### src/rtl/cache_pkg.sv
// Shared types and default sizing for the cache arbiter.
package cache_pkg;

    localparam int ADDR_W_DEF  = 32;
    localparam int DATA_W_DEF  = 32;
    localparam int TIMEOUT_DEF = 255;

    typedef enum logic [1:0] {
        IDLE = 2'd0,
        BUSY = 2'd1,
        RESP = 2'd2
    } arb_state_t;

endpackage

### src/rtl/rr_pick2.sv
// Two-way round-robin pick. On a tie, the requester not granted last wins.
module rr_pick2 (
    input  logic [1:0] valid,
    input  logic       last_grant,
    output logic       gnt_id,
    output logic       any
);

    // Select the winner from the current valid pair and the last grant.
    always_comb begin
        any    = |valid;
        gnt_id = 1'b0;
        case (valid)
            2'b10:   gnt_id = 1'b1;
            2'b11:   gnt_id = ~last_grant;
            default: gnt_id = 1'b0;
        endcase
    end

endmodule

### src/rtl/cache_arbiter.sv
// Arbitrates two requesters onto a single cache_controller port, with a
// sticky watchdog that forces completion if the cache never answers.
//
// state | meaning
// ------+---------------------------------------------------------------
// IDLE  | no transaction; arbitrate and latch the winner's request
// BUSY  | request presented to the cache; waiting for done_cache/timeout
// RESP  | one-cycle done pulse and read data to the granted requester
module cache_arbiter
    import cache_pkg::*;
#(
    parameter int ADDR_W  = ADDR_W_DEF,
    parameter int DATA_W  = DATA_W_DEF,
    parameter int TIMEOUT = TIMEOUT_DEF
) (
    input  logic              clk,
    input  logic              rst,
    input  logic              p0_req_valid,
    input  logic              p0_req_type,
    input  logic [ADDR_W-1:0] p0_addr,
    input  logic [DATA_W-1:0] p0_wdata,
    output logic              p0_done,
    output logic [DATA_W-1:0] p0_rdata,
    input  logic              p1_req_valid,
    input  logic              p1_req_type,
    input  logic [ADDR_W-1:0] p1_addr,
    input  logic [DATA_W-1:0] p1_wdata,
    output logic              p1_done,
    output logic [DATA_W-1:0] p1_rdata,
    output logic              req_valid,
    output logic              req_type,
    output logic [ADDR_W-1:0] addr,
    output logic [DATA_W-1:0] wdata,
    input  logic              done_cache,
    input  logic [DATA_W-1:0] rdata_cache,
    output logic              grant_id,
    output logic              timeout_err
);

    // Sized so the count can reach TIMEOUT without wrapping.
    localparam int CNT_W = $clog2(TIMEOUT + 1);

    arb_state_t        state, state_nxt;
    logic              last_grant;
    logic              pick_id;
    logic              pick_any;
    logic              timeout_hit;
    logic [CNT_W-1:0]  wd_cnt;
    logic              lat_type;
    logic [ADDR_W-1:0] lat_addr;
    logic [DATA_W-1:0] lat_wdata;
    logic [DATA_W-1:0] p0_rdata_q;
    logic [DATA_W-1:0] p1_rdata_q;

    rr_pick2 u_pick (
        .valid      ({p1_req_valid, p0_req_valid}),
        .last_grant (last_grant),
        .gnt_id     (pick_id),
        .any        (pick_any)
    );

    // A real completion in the same cycle takes precedence over the watchdog.
    assign timeout_hit = (state == BUSY) && !done_cache &&
                         (wd_cnt == CNT_W'(TIMEOUT - 1));

    // State register.
    always_ff @(posedge clk) begin
        if (!rst) state <= IDLE;
        else      state <= state_nxt;
    end

    // Next-state decode.
    always_comb begin
        state_nxt = state;
        case (state)
            IDLE:    if (pick_any) state_nxt = BUSY;
            BUSY:    if (done_cache || timeout_hit) state_nxt = RESP;
            RESP:    state_nxt = IDLE;
            default: state_nxt = IDLE;
        endcase
    end

    // Outputs decoded from state; done is gated so a reset mid-flight never pulses it.
    always_comb begin
        req_valid = (state == BUSY);
        p0_done   = (state == RESP) && !grant_id;
        p1_done   = (state == RESP) &&  grant_id;
    end

    // Grant latching, watchdog and response capture.
    always_ff @(posedge clk) begin
        if (!rst) begin
            grant_id    <= 1'b0;
            last_grant  <= 1'b1;
            lat_type    <= 1'b0;
            lat_addr    <= '0;
            lat_wdata   <= '0;
            wd_cnt      <= '0;
            timeout_err <= 1'b0;
            p0_rdata_q  <= '0;
            p1_rdata_q  <= '0;
        end else begin
            case (state)
                IDLE: begin
                    if (pick_any) begin
                        grant_id   <= pick_id;
                        last_grant <= pick_id;
                        lat_type   <= pick_id ? p1_req_type : p0_req_type;
                        lat_addr   <= pick_id ? p1_addr     : p0_addr;
                        lat_wdata  <= pick_id ? p1_wdata    : p0_wdata;
                        wd_cnt     <= '0;
                    end
                end
                BUSY: begin
                    wd_cnt <= wd_cnt + CNT_W'(1);
                    if (done_cache) begin
                        if (grant_id) p1_rdata_q <= rdata_cache;
                        else          p0_rdata_q <= rdata_cache;
                    end else if (timeout_hit) begin
                        timeout_err <= 1'b1;
                        if (grant_id) p1_rdata_q <= '0;
                        else          p0_rdata_q <= '0;
                    end
                end
                default: ;
            endcase
        end
    end

    assign req_type = lat_type;
    assign addr     = lat_addr;
    assign wdata    = lat_wdata;
    assign p0_rdata = p0_rdata_q;
    assign p1_rdata = p1_rdata_q;

endmodule

### config.mk
export PLATFORM = sky130hd
export DESIGN_NAME = cache_arbiter
export DESIGN_NICKNAME = d
export VERILOG_FILES = /design/src/rtl/cache_pkg.sv /design/src/rtl/rr_pick2.sv /design/src/rtl/cache_arbiter.sv
export SDC_FILE = /design/constraint.sdc
export NUM_CORES = 1
export LEC_CHECK = 0
export BUFFER_PORTS_ARGS = -buffer_cell sky130_fd_sc_hd__buf_2
export CORE_ASPECT_RATIO = 1.5
export CORE_MARGIN = 5
export CORE_UTILIZATION = 29
export CTS_CLUSTER_DIAMETER = 40
export DETAILED_ROUTE_END_ITERATION = 16
export PLACE_DENSITY = 0.52
export SLEW_MARGIN = 20
export SYNTH_ARGS = -nofsm -noshare
export SYNTH_HDL_FRONTEND = slang
export SYNTH_HIERARCHICAL = 1
export SYNTH_SLANG_ARGS = --single-unit
### constraint.sdc
create_clock -name clk -period 1.6 [get_ports clk]
set_input_delay 0.24 -clock clk [delete_from_list [all_inputs] [get_ports clk]]
set_output_delay 0.24 -clock clk [all_outputs]
set_load 0.05 [all_outputs]
==> impl_metrics.json <==
{
  "ir_drop_mv": 0.6617,
  "syn2layout_area_growth_pct": 50.95,
  "cts_root_buf": "clkbuf_16",
  "die_w_um": 121.4,
  "drive_above_1_share_pct": 45.76,
  "antenna_left": 0,
  "p_leak_uw": 0.003939,
  "fp.dieH_um": 177.1,
  "path_max_fanout": 5,
  "crit_type": "reg -> out",
  "wl_per_cell_um": 15.87,
  "grt_setup_unrepaired": "yes",
  "synthTopCellsByArea": "dfxtp_1 53%, mux2i_1 12%, a22o_1 10%",
  "arrival_ns": 1.29,
  "synth_nets": 681,
  "fin_crit_sh_pct": 95.89,
  "grt_max_degree": 77,
  "maxSlewHeadroom_pct": 76.82,
  "yosysSeqAreaShare_pct": 52.67,
  "use_met1_pct": 17.15,
  "synth-warning-count": 6,
  "cts_sinks": 142,
  "fin_setup_tns_ns": 0,
  "synth_flop_cell": "dfxtp_1",
  "synth_area_per_cell_sq_um": 10.54,
  "startpoint_type": "flop",
  "antenna_found_initial": 1,
  "grt_pass1_wl_um": 26160,
  "setup_violations": 0,
  "fin_crit_ns": 1.534,
  "drtPass1Iterations": 6,
  "top_usage_layer": "met2",
  "core_area_sq_mm": 0.01847,
  "rows": 61,
  "gp_congestion": 0.7355,
  "synth_area_sq_mm": 0.005398,
  "hpwl_um": 12900,
  "num_io_pins": 301,
  "numCtsBuffers": 17,
  "cts_buffer_depth": 2,
  "routed_wl_um": 17290,
  "synth_top_area_share_pct": 52.67,
  "critical_path_required_ns": 1.36,
  "hold_buffers": 0,
  "syn_inst": 512,
  "maxSlewViolCount": 0,
  "cts.clk_slew.worst_paths_ns": 0.06,
  "crit_path_end_kind": "output port",
  "initial_core_util_pct": 29.22,
  "track_usage_pct": 15.47,
  "grt_use_met2_pct": 26.32,
  "p_per_area_mw_per_mm2": 1308,
  "power.total_uw": 10660,
  "gr-total-overflow": 0,
  "final-hold-violation-count": 0,
  "synthTopCellsByCount": "142 x dfxtp_1, 77 x nor2_1, 65 x a211oi_1, 65 x mux2i_1, 64 x a22o_1",
  "hold_slack_ns": 0.05942,
  "synth.most_common_cell": "dfxtp_1",
  "drt_first_iter_violations": 221,
  "portBuffers": 300,
  "avgViaCountPerCell": 4.575,
  "via_count": 4982,
  "tightestPinTransition_ns": 0.3477,
  "antenna_cells": 0,
  "drc": 0,
  "maxCapViolCount": 0,
  "clock_latency_ns": 0.41,
  "synth-async-reset-ratio_pct": 0,
  "synth.distinct_cells": 33,
  "worstHoldPathType": "in -> reg",
  "status": "complete, no violations",
  "yosysTopAreaCell": "dfxtp_1",
  "post-route-util_pct": 44.11,
  "cts_max_level": 4,
  "skew_ns": 0.009158,
  "cts_tree": "done",
  "synth-edff-count": 0,
  "grt_util_met3_pct": 6.716,
  "die_area_sq_mm": 0.02150,
  "nets": 993,
  "max_freq_ghz": 0.6518,
  "ys_ff_latch": 142,
  "grt_pass1_vias": 5101
}
## where the power goes
| part | internal (uW) | switching (uW) |
|---|---|---|
| Sequential | 3800 | 133 |
| Clock | 2730 | 1590 |
| Combinational | 786 | 1610 |
| Total | 7320 | 3340 |
## final timing paths
| kind | start | to | slack, ns | depth (start not counted) |
|---|---|---|---|---|
| worst min register to register | timeout_err$_SDFFE_PN0P_ | timeout_err$_SDFFE_PN0P_ | 0.45 | 2 |
| worst min-delay path | rdata_cache[28] | p0_rdata[28]$_SDFFE_PN0P_ | 0.06 | 2 |
| worst max register to register | state[0]$_SDFFE_PN0P_ | addr[20]$_SDFFE_PN0P_ | 0.09 | 6 |
| worst max-delay path | state[1]$_SDFFE_PN0P_ | req_valid | 0.07 | 4 |
## layout by cell type, fill, tap and decap left out, types with 3 or more instances in the layout
master,synthesis,final
buf_12,0,11
clkbuf_16,0,18
mux2i_1,65,65
nor2_1,77,75
bufinv_16,0,4
buf_2,20,297
buf_4,6,24
a22o_1,64,64
nand3_1,4,3
clkinv_4,0,5
a211oi_1,65,65
dfxtp_1,142,141
nand2_1,8,8
a21oi_1,10,10
inv_6,0,3
or3_1,4,4
o21ai_0,3,3
## flip-flops by register name, summed over array words and instances, names as in the netlist, 2 cells and up
register  cells
p1_rdata     32
wdata        32
p0_rdata     32
addr         32
state         2
wd_cnt        8
## worst max-delay path, stage by stage (launching register included)
cell	delay, ns
dfxtp_1	0.34
buf_4	0.15
nand2b_4	0.16
inv_2	0.09
buf_8	0.15
## final cells by class
cell class	instances	area (sq um)
Tap cell	252	315.3
Clock buffer	19	452.9
Sequential cell	142	2844
Multi-Input combinational cell	323	2370
Fill cell	1875	10320
Timing Repair Buffer	337	1953
Clock inverter	13	201.4
Inverter	3	11.26
## routing by layer
metal  part of all wire, %  vias to the layer above  wire length [um]
met5                  0.12                        -                20
met2                    48                      234              8253
li1                      -                     2519                 -
met4                   1.7                        2               291
met3                   9.4                       20              1632
met1                    41                     2207              7089
## cell families (layout without fill, tap and decap cells)
logic type                 Yosys count  in the layout  synth area share (%)
muxes                               65             65                 12.05
and+or+nand+nor                    105            105                 8.484
adders and majority gates            2              2                0.4635
AOI/OAI and AO/OA                  151            151                 22.16
DFF                                142            142                 52.67
buffers and inverters               47            372                 4.172
## repair_timing
action	CTS	global route
buffers inserted	1	3
endpoints found under the setup margin	1	45
pin swaps	0	1
cloned	0	1
gates resized for setup	7	4
## stage by stage
stage	setup WS, ns	std cells	area (sq um)
floorplan	0.1127	512	5403
global placement	0.08201	1052	7406
detailed placement	0.008892	1052	7406
CTS	0.01106	1085	8087
global route	-0.02568	1089	8148
finish	0.06579	1089	8148
Power figures use the tool's default switching activity.
